### config.mk
export PLATFORM = sky130hd
export DESIGN_NAME = apb_master_flat
export DESIGN_NICKNAME = d
export VERILOG_FILES = /design/src/rtl/apb_pkg.sv /design/src/rtl/apb_master_if.sv /design/src/rtl/apb_wait_counter.sv /design/src/rtl/apb_master.sv /design/src/flat_wrapper.sv
export SDC_FILE = /design/constraint.sdc
export NUM_CORES = 1
export LEC_CHECK = 0
export CAP_MARGIN = 20
export CORE_MARGIN = 5
export CORE_UTILIZATION = 40
export DETAILED_ROUTE_END_ITERATION = 8
export HOLD_SLACK_MARGIN = 0.12
export PLACE_DENSITY_LB_ADDON = 0.08
export SKIP_LAST_GASP = 1
export SYNTH_ARGS = -nofsm -noshare
export SYNTH_HDL_FRONTEND = slang
export SYNTH_SLANG_ARGS = --single-unit
### constraint.sdc
create_clock -name Pclk -period 5.1 [get_ports Pclk]
set_input_delay 0.51 -clock Pclk [delete_from_list [all_inputs] [get_ports Pclk]]
set_output_delay 0.51 -clock Pclk [all_outputs]
set_load 0.01 [all_outputs]
### src/rtl/apb_pkg.sv
// Shared types and constants for the APB requester and its wait counter.
package apb_pkg;

   // Transfer phases of the APB requester.
   typedef enum logic [1:0] {
      IDLE   = 2'd0,
      SETUP  = 2'd1,
      ACCESS = 2'd2
   } apb_state_e;

   // Slave select encoding carried in the top request address bit.
   localparam logic SLV1 = 1'b0;
   localparam logic SLV2 = 1'b1;

   // The register slaves only decode the first four word addresses.
   localparam int SLV_ADDR_LIMIT = 4;

   localparam int DEF_DATA_W = 16;
   localparam int DEF_ADDR_W = 3;

endpackage

### src/rtl/apb_master_if.sv
// Request/response port plus the APB bus towards the two register slaves.
interface apb_master_if #(
   parameter int DATA_W = 16,
   parameter int ADDR_W = 3
);
   logic              req_valid;
   logic              req_ready;
   logic              req_write;
   logic [ADDR_W:0]   req_addr;
   logic [DATA_W-1:0] req_wdata;
   logic              resp_valid;
   logic [DATA_W-1:0] resp_rdata;
   logic              resp_err;
   logic [ADDR_W-1:0] Paddr;
   logic              Pwrite;
   logic [DATA_W-1:0] Pwdata;
   logic              Psel1;
   logic              Psel2;
   logic              Penable;
   logic              Pready1;
   logic              Pready2;
   logic [DATA_W-1:0] Prdata1;
   logic [DATA_W-1:0] Prdata2;

   modport master (
      input  req_valid, req_write, req_addr, req_wdata,
      output req_ready, resp_valid, resp_rdata, resp_err,
      output Paddr, Pwrite, Pwdata, Psel1, Psel2, Penable,
      input  Pready1, Pready2, Prdata1, Prdata2
   );

   modport slave (
      output req_valid, req_write, req_addr, req_wdata,
      input  req_ready, resp_valid, resp_rdata, resp_err,
      input  Paddr, Pwrite, Pwdata, Psel1, Psel2, Penable,
      output Pready1, Pready2, Prdata1, Prdata2
   );
endinterface

### src/rtl/apb_wait_counter.sv
// Counts ACCESS cycles spent waiting on Pready; flags the last allowed cycle.
module apb_wait_counter #(
   parameter int TIMEOUT = 16
) (
   input  logic clk,
   input  logic rst,
   input  logic clr,
   input  logic en,
   output logic expired
);
   // Count never exceeds TIMEOUT-1, so clog2(TIMEOUT) bits suffice.
   localparam int CNT_W = (TIMEOUT > 1) ? $clog2(TIMEOUT) : 1;

   logic [CNT_W-1:0] cnt_q, cnt_d;

   // Next count: clear has priority over increment.
   always_comb begin
      cnt_d = cnt_q;
      if (clr) begin
         cnt_d = '0;
      end else if (en) begin
         cnt_d = cnt_q + CNT_W'(1);
      end
   end

   // Count register.
   always_ff @(posedge clk) begin
      if (rst) begin
         cnt_q <= '0;
      end else begin
         cnt_q <= cnt_d;
      end
   end

   assign expired = (cnt_q == CNT_W'(TIMEOUT - 1));

endmodule

### src/rtl/apb_master.sv
// Single-outstanding APB requester for two register slaves.
module apb_master
   import apb_pkg::*;
#(
   parameter int DATA_W  = DEF_DATA_W,
   parameter int ADDR_W  = DEF_ADDR_W,
   parameter int TIMEOUT = 16
) (
   input  logic         Pclk,
   input  logic         Prst,
   apb_master_if.master bus
);
   apb_state_e        state_q, state_d;
   logic [ADDR_W-1:0] addr_q, addr_d;
   logic              write_q, write_d;
   logic [DATA_W-1:0] wdata_q, wdata_d;
   logic              slv_q, slv_d;
   logic              resp_valid_q, resp_valid_d;
   logic              resp_err_q, resp_err_d;
   logic [DATA_W-1:0] resp_rdata_q, resp_rdata_d;

   logic              cnt_clr, cnt_en, cnt_expired;
   logic              pready_sel;
   logic [DATA_W-1:0] prdata_sel;
   logic              decode_err;

   // Only the selected slave's ready and data are ever looked at.
   assign pready_sel = (slv_q == SLV2) ? bus.Pready2 : bus.Pready1;
   assign prdata_sel = (slv_q == SLV2) ? bus.Prdata2 : bus.Prdata1;
   assign decode_err = (32'(bus.req_addr[ADDR_W-1:0]) >= SLV_ADDR_LIMIT);

   apb_wait_counter #(.TIMEOUT(TIMEOUT)) u_wait_counter (
      .clk     (Pclk),
      .rst     (Prst),
      .clr     (cnt_clr),
      .en      (cnt_en),
      .expired (cnt_expired)
   );

   // Next-state, captured request fields and the response pulse.
   always_comb begin
      state_d      = state_q;
      addr_d       = addr_q;
      write_d      = write_q;
      wdata_d      = wdata_q;
      slv_d        = slv_q;
      resp_valid_d = 1'b0;
      resp_err_d   = 1'b0;
      resp_rdata_d = '0;
      cnt_clr      = 1'b1;
      cnt_en       = 1'b0;
      case (state_q)
         IDLE: begin
            if (bus.req_valid) begin
               addr_d  = bus.req_addr[ADDR_W-1:0];
               write_d = bus.req_write;
               wdata_d = bus.req_wdata;
               slv_d   = bus.req_addr[ADDR_W];
               if (decode_err) begin
                  resp_valid_d = 1'b1;
                  resp_err_d   = 1'b1;
               end else begin
                  state_d = SETUP;
               end
            end
         end
         SETUP: begin
            state_d = ACCESS;
         end
         ACCESS: begin
            cnt_clr = 1'b0;
            if (pready_sel) begin
               resp_valid_d = 1'b1;
               resp_rdata_d = write_q ? '0 : prdata_sel;
               state_d      = IDLE;
            end else if (cnt_expired) begin
               resp_valid_d = 1'b1;
               resp_err_d   = 1'b1;
               state_d      = IDLE;
            end else begin
               cnt_en = 1'b1;
            end
         end
         default: begin
            state_d = IDLE;
         end
      endcase
   end

   // State and datapath registers; reset also abandons any transfer in flight.
   always_ff @(posedge Pclk) begin
      if (Prst) begin
         state_q      <= IDLE;
         addr_q       <= '0;
         write_q      <= 1'b0;
         wdata_q      <= '0;
         slv_q        <= SLV1;
         resp_valid_q <= 1'b0;
         resp_err_q   <= 1'b0;
         resp_rdata_q <= '0;
      end else begin
         state_q      <= state_d;
         addr_q       <= addr_d;
         write_q      <= write_d;
         wdata_q      <= wdata_d;
         slv_q        <= slv_d;
         resp_valid_q <= resp_valid_d;
         resp_err_q   <= resp_err_d;
         resp_rdata_q <= resp_rdata_d;
      end
   end

   // Selects and enable are pure decodes of the phase, so only one Psel can be high.
   assign bus.req_ready  = (state_q == IDLE);
   assign bus.Psel1      = (state_q != IDLE) && (slv_q == SLV1);
   assign bus.Psel2      = (state_q != IDLE) && (slv_q == SLV2);
   assign bus.Penable    = (state_q == ACCESS);
   assign bus.Paddr      = addr_q;
   assign bus.Pwrite     = write_q;
   assign bus.Pwdata     = wdata_q;
   assign bus.resp_valid = resp_valid_q;
   assign bus.resp_err   = resp_err_q;
   assign bus.resp_rdata = resp_rdata_q;

endmodule

### src/flat_wrapper.sv
// flat-port wrapper written by rule: the top's interface ports become plain ports
module apb_master_flat import apb_pkg::*;
#(
   parameter int DATA_W  = DEF_DATA_W,
   parameter int ADDR_W  = DEF_ADDR_W,
   parameter int TIMEOUT = 16
)
  (Pclk, Prst, bus_req_valid, bus_req_write, bus_req_addr, bus_req_wdata, bus_req_ready, bus_resp_valid, bus_resp_rdata, bus_resp_err, bus_Paddr, bus_Pwrite, bus_Pwdata, bus_Psel1, bus_Psel2, bus_Penable, bus_Pready1, bus_Pready2, bus_Prdata1, bus_Prdata2);
  apb_master_if #(.DATA_W(DATA_W), .ADDR_W(ADDR_W)) bus_i ();
  input  logic Pclk;
  input  logic Prst;
  input wire logic [$bits(bus_i.req_valid)-1:0] bus_req_valid;
  input wire logic [$bits(bus_i.req_write)-1:0] bus_req_write;
  input wire logic [$bits(bus_i.req_addr)-1:0] bus_req_addr;
  input wire logic [$bits(bus_i.req_wdata)-1:0] bus_req_wdata;
  output wire logic [$bits(bus_i.req_ready)-1:0] bus_req_ready;
  output wire logic [$bits(bus_i.resp_valid)-1:0] bus_resp_valid;
  output wire logic [$bits(bus_i.resp_rdata)-1:0] bus_resp_rdata;
  output wire logic [$bits(bus_i.resp_err)-1:0] bus_resp_err;
  output wire logic [$bits(bus_i.Paddr)-1:0] bus_Paddr;
  output wire logic [$bits(bus_i.Pwrite)-1:0] bus_Pwrite;
  output wire logic [$bits(bus_i.Pwdata)-1:0] bus_Pwdata;
  output wire logic [$bits(bus_i.Psel1)-1:0] bus_Psel1;
  output wire logic [$bits(bus_i.Psel2)-1:0] bus_Psel2;
  output wire logic [$bits(bus_i.Penable)-1:0] bus_Penable;
  input wire logic [$bits(bus_i.Pready1)-1:0] bus_Pready1;
  input wire logic [$bits(bus_i.Pready2)-1:0] bus_Pready2;
  input wire logic [$bits(bus_i.Prdata1)-1:0] bus_Prdata1;
  input wire logic [$bits(bus_i.Prdata2)-1:0] bus_Prdata2;
  assign bus_i.req_valid = bus_req_valid;
  assign bus_i.req_write = bus_req_write;
  assign bus_i.req_addr = bus_req_addr;
  assign bus_i.req_wdata = bus_req_wdata;
  assign bus_req_ready = bus_i.req_ready;
  assign bus_resp_valid = bus_i.resp_valid;
  assign bus_resp_rdata = bus_i.resp_rdata;
  assign bus_resp_err = bus_i.resp_err;
  assign bus_Paddr = bus_i.Paddr;
  assign bus_Pwrite = bus_i.Pwrite;
  assign bus_Pwdata = bus_i.Pwdata;
  assign bus_Psel1 = bus_i.Psel1;
  assign bus_Psel2 = bus_i.Psel2;
  assign bus_Penable = bus_i.Penable;
  assign bus_i.Pready1 = bus_Pready1;
  assign bus_i.Pready2 = bus_Pready2;
  assign bus_i.Prdata1 = bus_Prdata1;
  assign bus_i.Prdata2 = bus_Prdata2;
  apb_master #(.DATA_W(DATA_W), .ADDR_W(ADDR_W), .TIMEOUT(TIMEOUT)) u_core (.Pclk(Pclk), .Prst(Prst), .bus(bus_i));
endmodule
== After elaboration in Yosys (flattened, before gate mapping) ==
Cells that the tools add are included.

* $add $sub $neg: 1
* Magnitude comparators: 1
* Equal/unequal tests: 6
* Multiplexer cells: 17
* Bitwise operators: 3
* Reductions and logical operators: 8

{| class="wikitable"
|+ Operators with widths
! kind !! count
|-
| 2-to-1 mux 16 bit || 1
|-
| 2-to-1 mux 1 bit || 9
|-
| 2-to-1 mux 2 bit || 4
|-
| case mux 2 bit (3 select lines) || 1
|-
| adder 4 x 1 -> 4 bit (second input constant) || 1
|-
| equality test 4 bit (second input constant) || 1
|-
| != test 2 bit (second input constant) || 2
|-
| case mux 1 bit (2 select lines) || 2
|-
| OR reduction 4 bit || 1
|-
| >= comparator 3 bit (second input constant) || 1
|-
| != test 3 x 1 -> 1 bit (second input constant) || 1
|-
| inverter 1 bit || 3
|-
| AND reduction 3 bit || 1
|-
| equality test 2 x 1 -> 1 bit (second input constant) || 1
|-
| equality test 2 bit (second input constant) || 1
|-
| logical AND 1 bit || 2
|-
| zero test 2 bit || 1
|-
| AND reduction 2 bit || 1
|-
| nonzero test 2 bit || 1
|-
| OR reduction 2 bit || 1
|}

* Bits in registers: 45
* Output and inout port bits: 42
* Logic and storage cells: 45

== Depth between registers and ports, before layout ==
* Depth in word-level cells: 4
* Mapped depth: 7

== Modules after synthesis ==
From an unflattened synthesis, not the netlist that was laid out.

* Cell total of the unflattened synthesis: 160
* Area, all modules: 1695.4 um^2

{| class="wikitable"
|+ By module, submodules not included
! module !! times used !! cells each !! area an instance (um^2) !! sequential area each (um^2)
|-
| apb_master || 1 || 142 || 1511.4 || 820.8
|-
| apb_wait_counter || 1 || 18 || 183.9 || 80.1
|}

== Worst setup path before layout ==
No wires, ideal clock.

* Kind: in2reg
* Start point: input Prst
* End point: register u_core.resp_rdata_q[10], in the netlist u_core.bus.resp_rdata[10]
* Arrival: 1778 ps
* Data required time: 5035 ps
* Path slack: 3257 ps
* Cell stages on the path: 7
* Path through: buf_6 > or3b_1 > buf_2 > or3_1 > buf_6 > buf_6 > nor2_1

* Longest elaborated chain between the ends: 1

{| class="wikitable"
|+ RTL lines
! what !! RTL line !! source
|-
| start, declared || flat_wrapper.sv:11 || <nowiki>input logic Prst;</nowiki>
|-
| OR reduction 4 bit (no source line) || n/a ||
|-
| end signal, assigned || apb_master.sv:109 || <nowiki>resp_rdata_q <= resp_rdata_d;</nowiki>
|-
| end, declared || apb_master.sv:20 || <nowiki>logic [DATA_W-1:0] resp_rdata_q, resp_rdata_d;</nowiki>
|}

No other way between the ends.
A chain may end at the register's enable or synchronous reset.

== Worst setup path after layout ==
* Start point: input Prst
* End point: register u_core.resp_rdata_q[4], in the netlist u_core.bus.resp_rdata[4]

Same word-level chain as after synthesis.

==> flow_results.org <==
** Status
- Outcome :: complete, no violations

** Drt
- Routed vias/inst :: 4.72
- DRC violations left :: 0
- The final route contains 1482 vias.
- Final Routed Wirelength :: 4.43 mm
- Detail Route Antenna Nets :: 0
- For this block, the initial DRC count from the detailed router was 36.
- Routed wirelength normalized by instance count :: 14.1 um
- Number of search-and-repair iterations in the first detailed-routing pass :: 4

** Finish
- Most used cells in the layout excluding fill and tap cells :: 99 x sky130_fd_sc_hd__clkdlybuf4s50_1, 45 x sky130_fd_sc_hd__dfxtp_1, 41 x sky130_fd_sc_hd__nor2_1
- The area growth from synthesis to layout is 66.8%.
- In the final design database the tool counted 322 nets.
- For this run, the number of standard cells in the final layout without fillers is 314.
- The repair_antennas step left the layout with diodes totalling 0.
- Cells with a size suffix above 1 make up 4.92% of the layout.
- The finished cells cover 2860 um2.
- Most common cell after layout, fill and taps aside :: sky130_fd_sc_hd__clkdlybuf4s50_1
- Fill cell instance count of the final layout :: 334

** Clock tree
- CTS hold repair buffers :: 0
- Insertion delay to the later sink of the worst-skew pair :: 0.29 ns
- TritonCTS built the clock tree.
- Buffers inserted during clock tree synthesis total 5.
- CTS clk-pin slew, worst paths :: 0.08 ns
- CTS placed an instance of sky130_fd_sc_hd__clkbuf_8 at the clock tree root.
- The number of setup buffers added after CTS is 0.
- Counting along the longest clock path gives a buffer depth of 2.
- For this design, the sink count on the clock tree is 45.
- Gates resized during post-CTS repair numbered 0.
- H-Tree Level Count :: 2

** Logic synthesis
- The Yosys step of the flow raised 0 warnings.
- After synthesis the cells add up to 1710 um2.
- Share of synthesized area occupied by flip-flops and latches :: 52.6%
- The synthesized netlist contains 26 unique library cells.
- Mean cell area of the mapped netlist :: 10.4 um2
- Net count after synthesis :: 224
- Number of instances in the synthesized netlist :: 165
- Flop and latch count out of synthesis :: 45

** Floorplanning
- Once the floorplan was initialized, standard cells occupied 41.9% of the core.
- 100 I/O pins were placed.
- The die is 75.4 um wide.
- The die is 75.4 um tall.
- Area of the die :: 5690 um2
- In this run the core area contains 23 standard-cell rows.
- The total area inside the core boundary comes to 4090 um2.

** Global route
- Number of global-route vias before repair :: 1528
- Remaining global-route overflow :: 0
- In the global route stage, overall resource usage came out at 16.1%.
- Global-route wire length before repair :: 6.96 mm
- Number of antenna violations at the first check in global routing :: 0
- Entering global routing, the biggest net connects 27 pins.

** Power and ir drop
- Summed over all cells, the static leakage comes to 1.11 nW.
- The design draws 0.814 mW.
- IR analysis of the VDD net gives a maximum drop of 0.225 mV.
- For this design the ratio of total power to cell area is 285 nW/um2.

** STA
- Number of failing hold endpoints at the final stage :: 0
- Slew at the pin closest to its max-slew limit :: 0.910 ns
- Max transition margin :: 39.2%
- Total negative slack for setup checks :: 0 ns
- Final critical-path share of the clock period :: 51.9%
- Shortest clock period the worst path allows after layout :: 2.65 ns
- The count of pins over their slew limit was 0.
- Number of failing setup endpoints in the final timing report :: 0
- Setup repair after global routing left no endpoint under its margin.
- Worst-case clock skew :: 0.00720 ns
- Highest attainable clock frequency :: 377 MHz

** Placement
- Placer congestion estimate :: 0.686
- Port buffering added 99 buffers.
- Cell total after placement :: 306
- Placed wire-length estimate after detailed placement :: 3.41 mm
- Instance area at placement :: 2720 um2

** Worst setup path
- Walking the worst path, the cells encountered are clkdlybuf4s50_1, or3b_1, or3_1, nor2_1.
- In this run the worst path has a maximum fanout of 26.
- WP data arrival :: 2.87 ns
- The largest single stage delay on the critical path is 0.88 ns.
- The worst register-to-register path has a depth of 4.
- Sort of element at the start of the critical path :: primary input
- Counting buffers and inverters, the worst setup path is 4 cells deep.
- Among cell families on the critical path, the largest total delay comes from simple AND/OR/NAND/NOR gates.
- By startpoint and endpoint, the worst setup path is classified as primary input to register.
- Data on the critical path is required at its endpoint by 5.32 ns.
- Counting both buffers and inverters, the worst setup path holds a total of 1.
- Critical path's slowest cell :: sky130_fd_sc_hd__clkdlybuf4s50_1
- The worst setup path is captured at a register.

** Worst hold path
- Along the worst hold path, the cell count comes to 2.
- Class of the most critical hold timing path :: register to register

** Run
- Max-cap violations :: 0
==> layout make-up <==
type                            count  area [um2]  share of cell area, %
Timing Repair Buffer              101        1010                   35.2
Sequential cell                    45         901                   31.6
Multi-Input combinational cell    109         748                   26.2
Clock buffer                        5        68.8                   2.41
Clock inverter                      3        65.1                   2.28
Tap cell                           50        62.6                   2.19
Inverter                            1        3.75                  0.131
==> Yosys cell counts (all sizes together) <==
master,n,area share [%]
a211oi,1,0.44
a21oi,4,1.2
a32oi,1,0.51
and3,2,0.73
and4b,1,0.58
buf,8,3.4
clkbuf,2,0.44
dfxtp,45,53
ha,1,0.73
inv,1,0.22
mux2,2,1.3
mux2i,38,22
nand2b,1,0.37
nand3,3,0.88
nand3b,1,0.44
nand4,1,0.37
nor2,41,9.0
nor2b,2,0.73
nor3,2,0.58
nor3b,2,1.2
o21ai,3,0.88
or3,2,0.73
or3b,1,0.51
==> logic make-up after synthesis <==
group	share of synthesized area (%)
AND/OR/NAND/NOR	16.1
flip-flops	52.6
multiplexers	23.5
buffers and inverters	4.02
AO/OA/AOI/OAI	3.00
adder cells (fa/ha/maj)	0.731
==> worst register-to-register path, stage by stage (launching register included) <==
cell and delay, ns:
sky130_fd_sc_hd__dfxtp_1 0.31, sky130_fd_sc_hd__buf_4 0.31, sky130_fd_sc_hd__mux2i_1 0.50, sky130_fd_sc_hd__or3_1 0.53, sky130_fd_sc_hd__nor2_1 0.11
==> sequential cells by signal, indices dropped and copies added, names as in the netlist <==
name	cells
u_core.slv_q	1
u_core.u_wait_counter.cnt_q	4
u_core.bus.resp_valid	1
u_core.bus.resp_rdata	16
u_core.state_q	2
u_core.bus.resp_err	1
u_core.bus.Pwdata	16
u_core.bus.Pwrite	1
u_core.bus.Paddr	3
==> through the flow <==
step / util [%] / setup slack [ns] / hold slack (ns)
finish: 69.9 / 2.45 / 0.499
detailed placement: 66.6 / 2.14 / 0.487
global route: 69.9 / 2.25 / 0.530
global placement: 66.6 / 2.18 / 0.471
CTS: 69.9 / 2.45 / 0.507
floorplan: - / 3.26 / 0.465
==> where the power goes <==
part	internal (mW)	switching, mW	leakage [nW]
registers	0.364	0.00737	0.367
logic	0.0847	0.0471	0.678
clock network	0.195	0.116	0.0681
==> layer usage <==
| layer | up-vias | part of all wire, % | GRT usage, % |
|---|---|---|---|
| met3 | 6 | 9.1 | 7.26 |
| met4 | 0 | 1.2 | 3.11 |
| li1 | 754 | - | - |
| met2 | 52 | 50 | 28.1 |
| met5 | - | 0 | 0 |
| met1 | 670 | 40 | 18.2 |
==> worst paths after layout <==
path,from,endpoint,slack (ns)
max,Prst,u_core.bus.resp_rdata[4]$_SDFF_PP0_,2.45
min,u_core.bus.Pwdata[5]$_SDFFE_PP0P_,u_core.bus.Pwdata[5]$_SDFFE_PP0P_,0.50
max reg2reg,u_core.slv_q$_SDFFE_PP0P_,u_core.bus.resp_rdata[4]$_SDFF_PP0_,3.20
min reg2reg,u_core.bus.Pwdata[5]$_SDFFE_PP0P_,u_core.bus.Pwdata[5]$_SDFFE_PP0P_,0.50
Note: power is estimated with default switching activity, not from simulation.
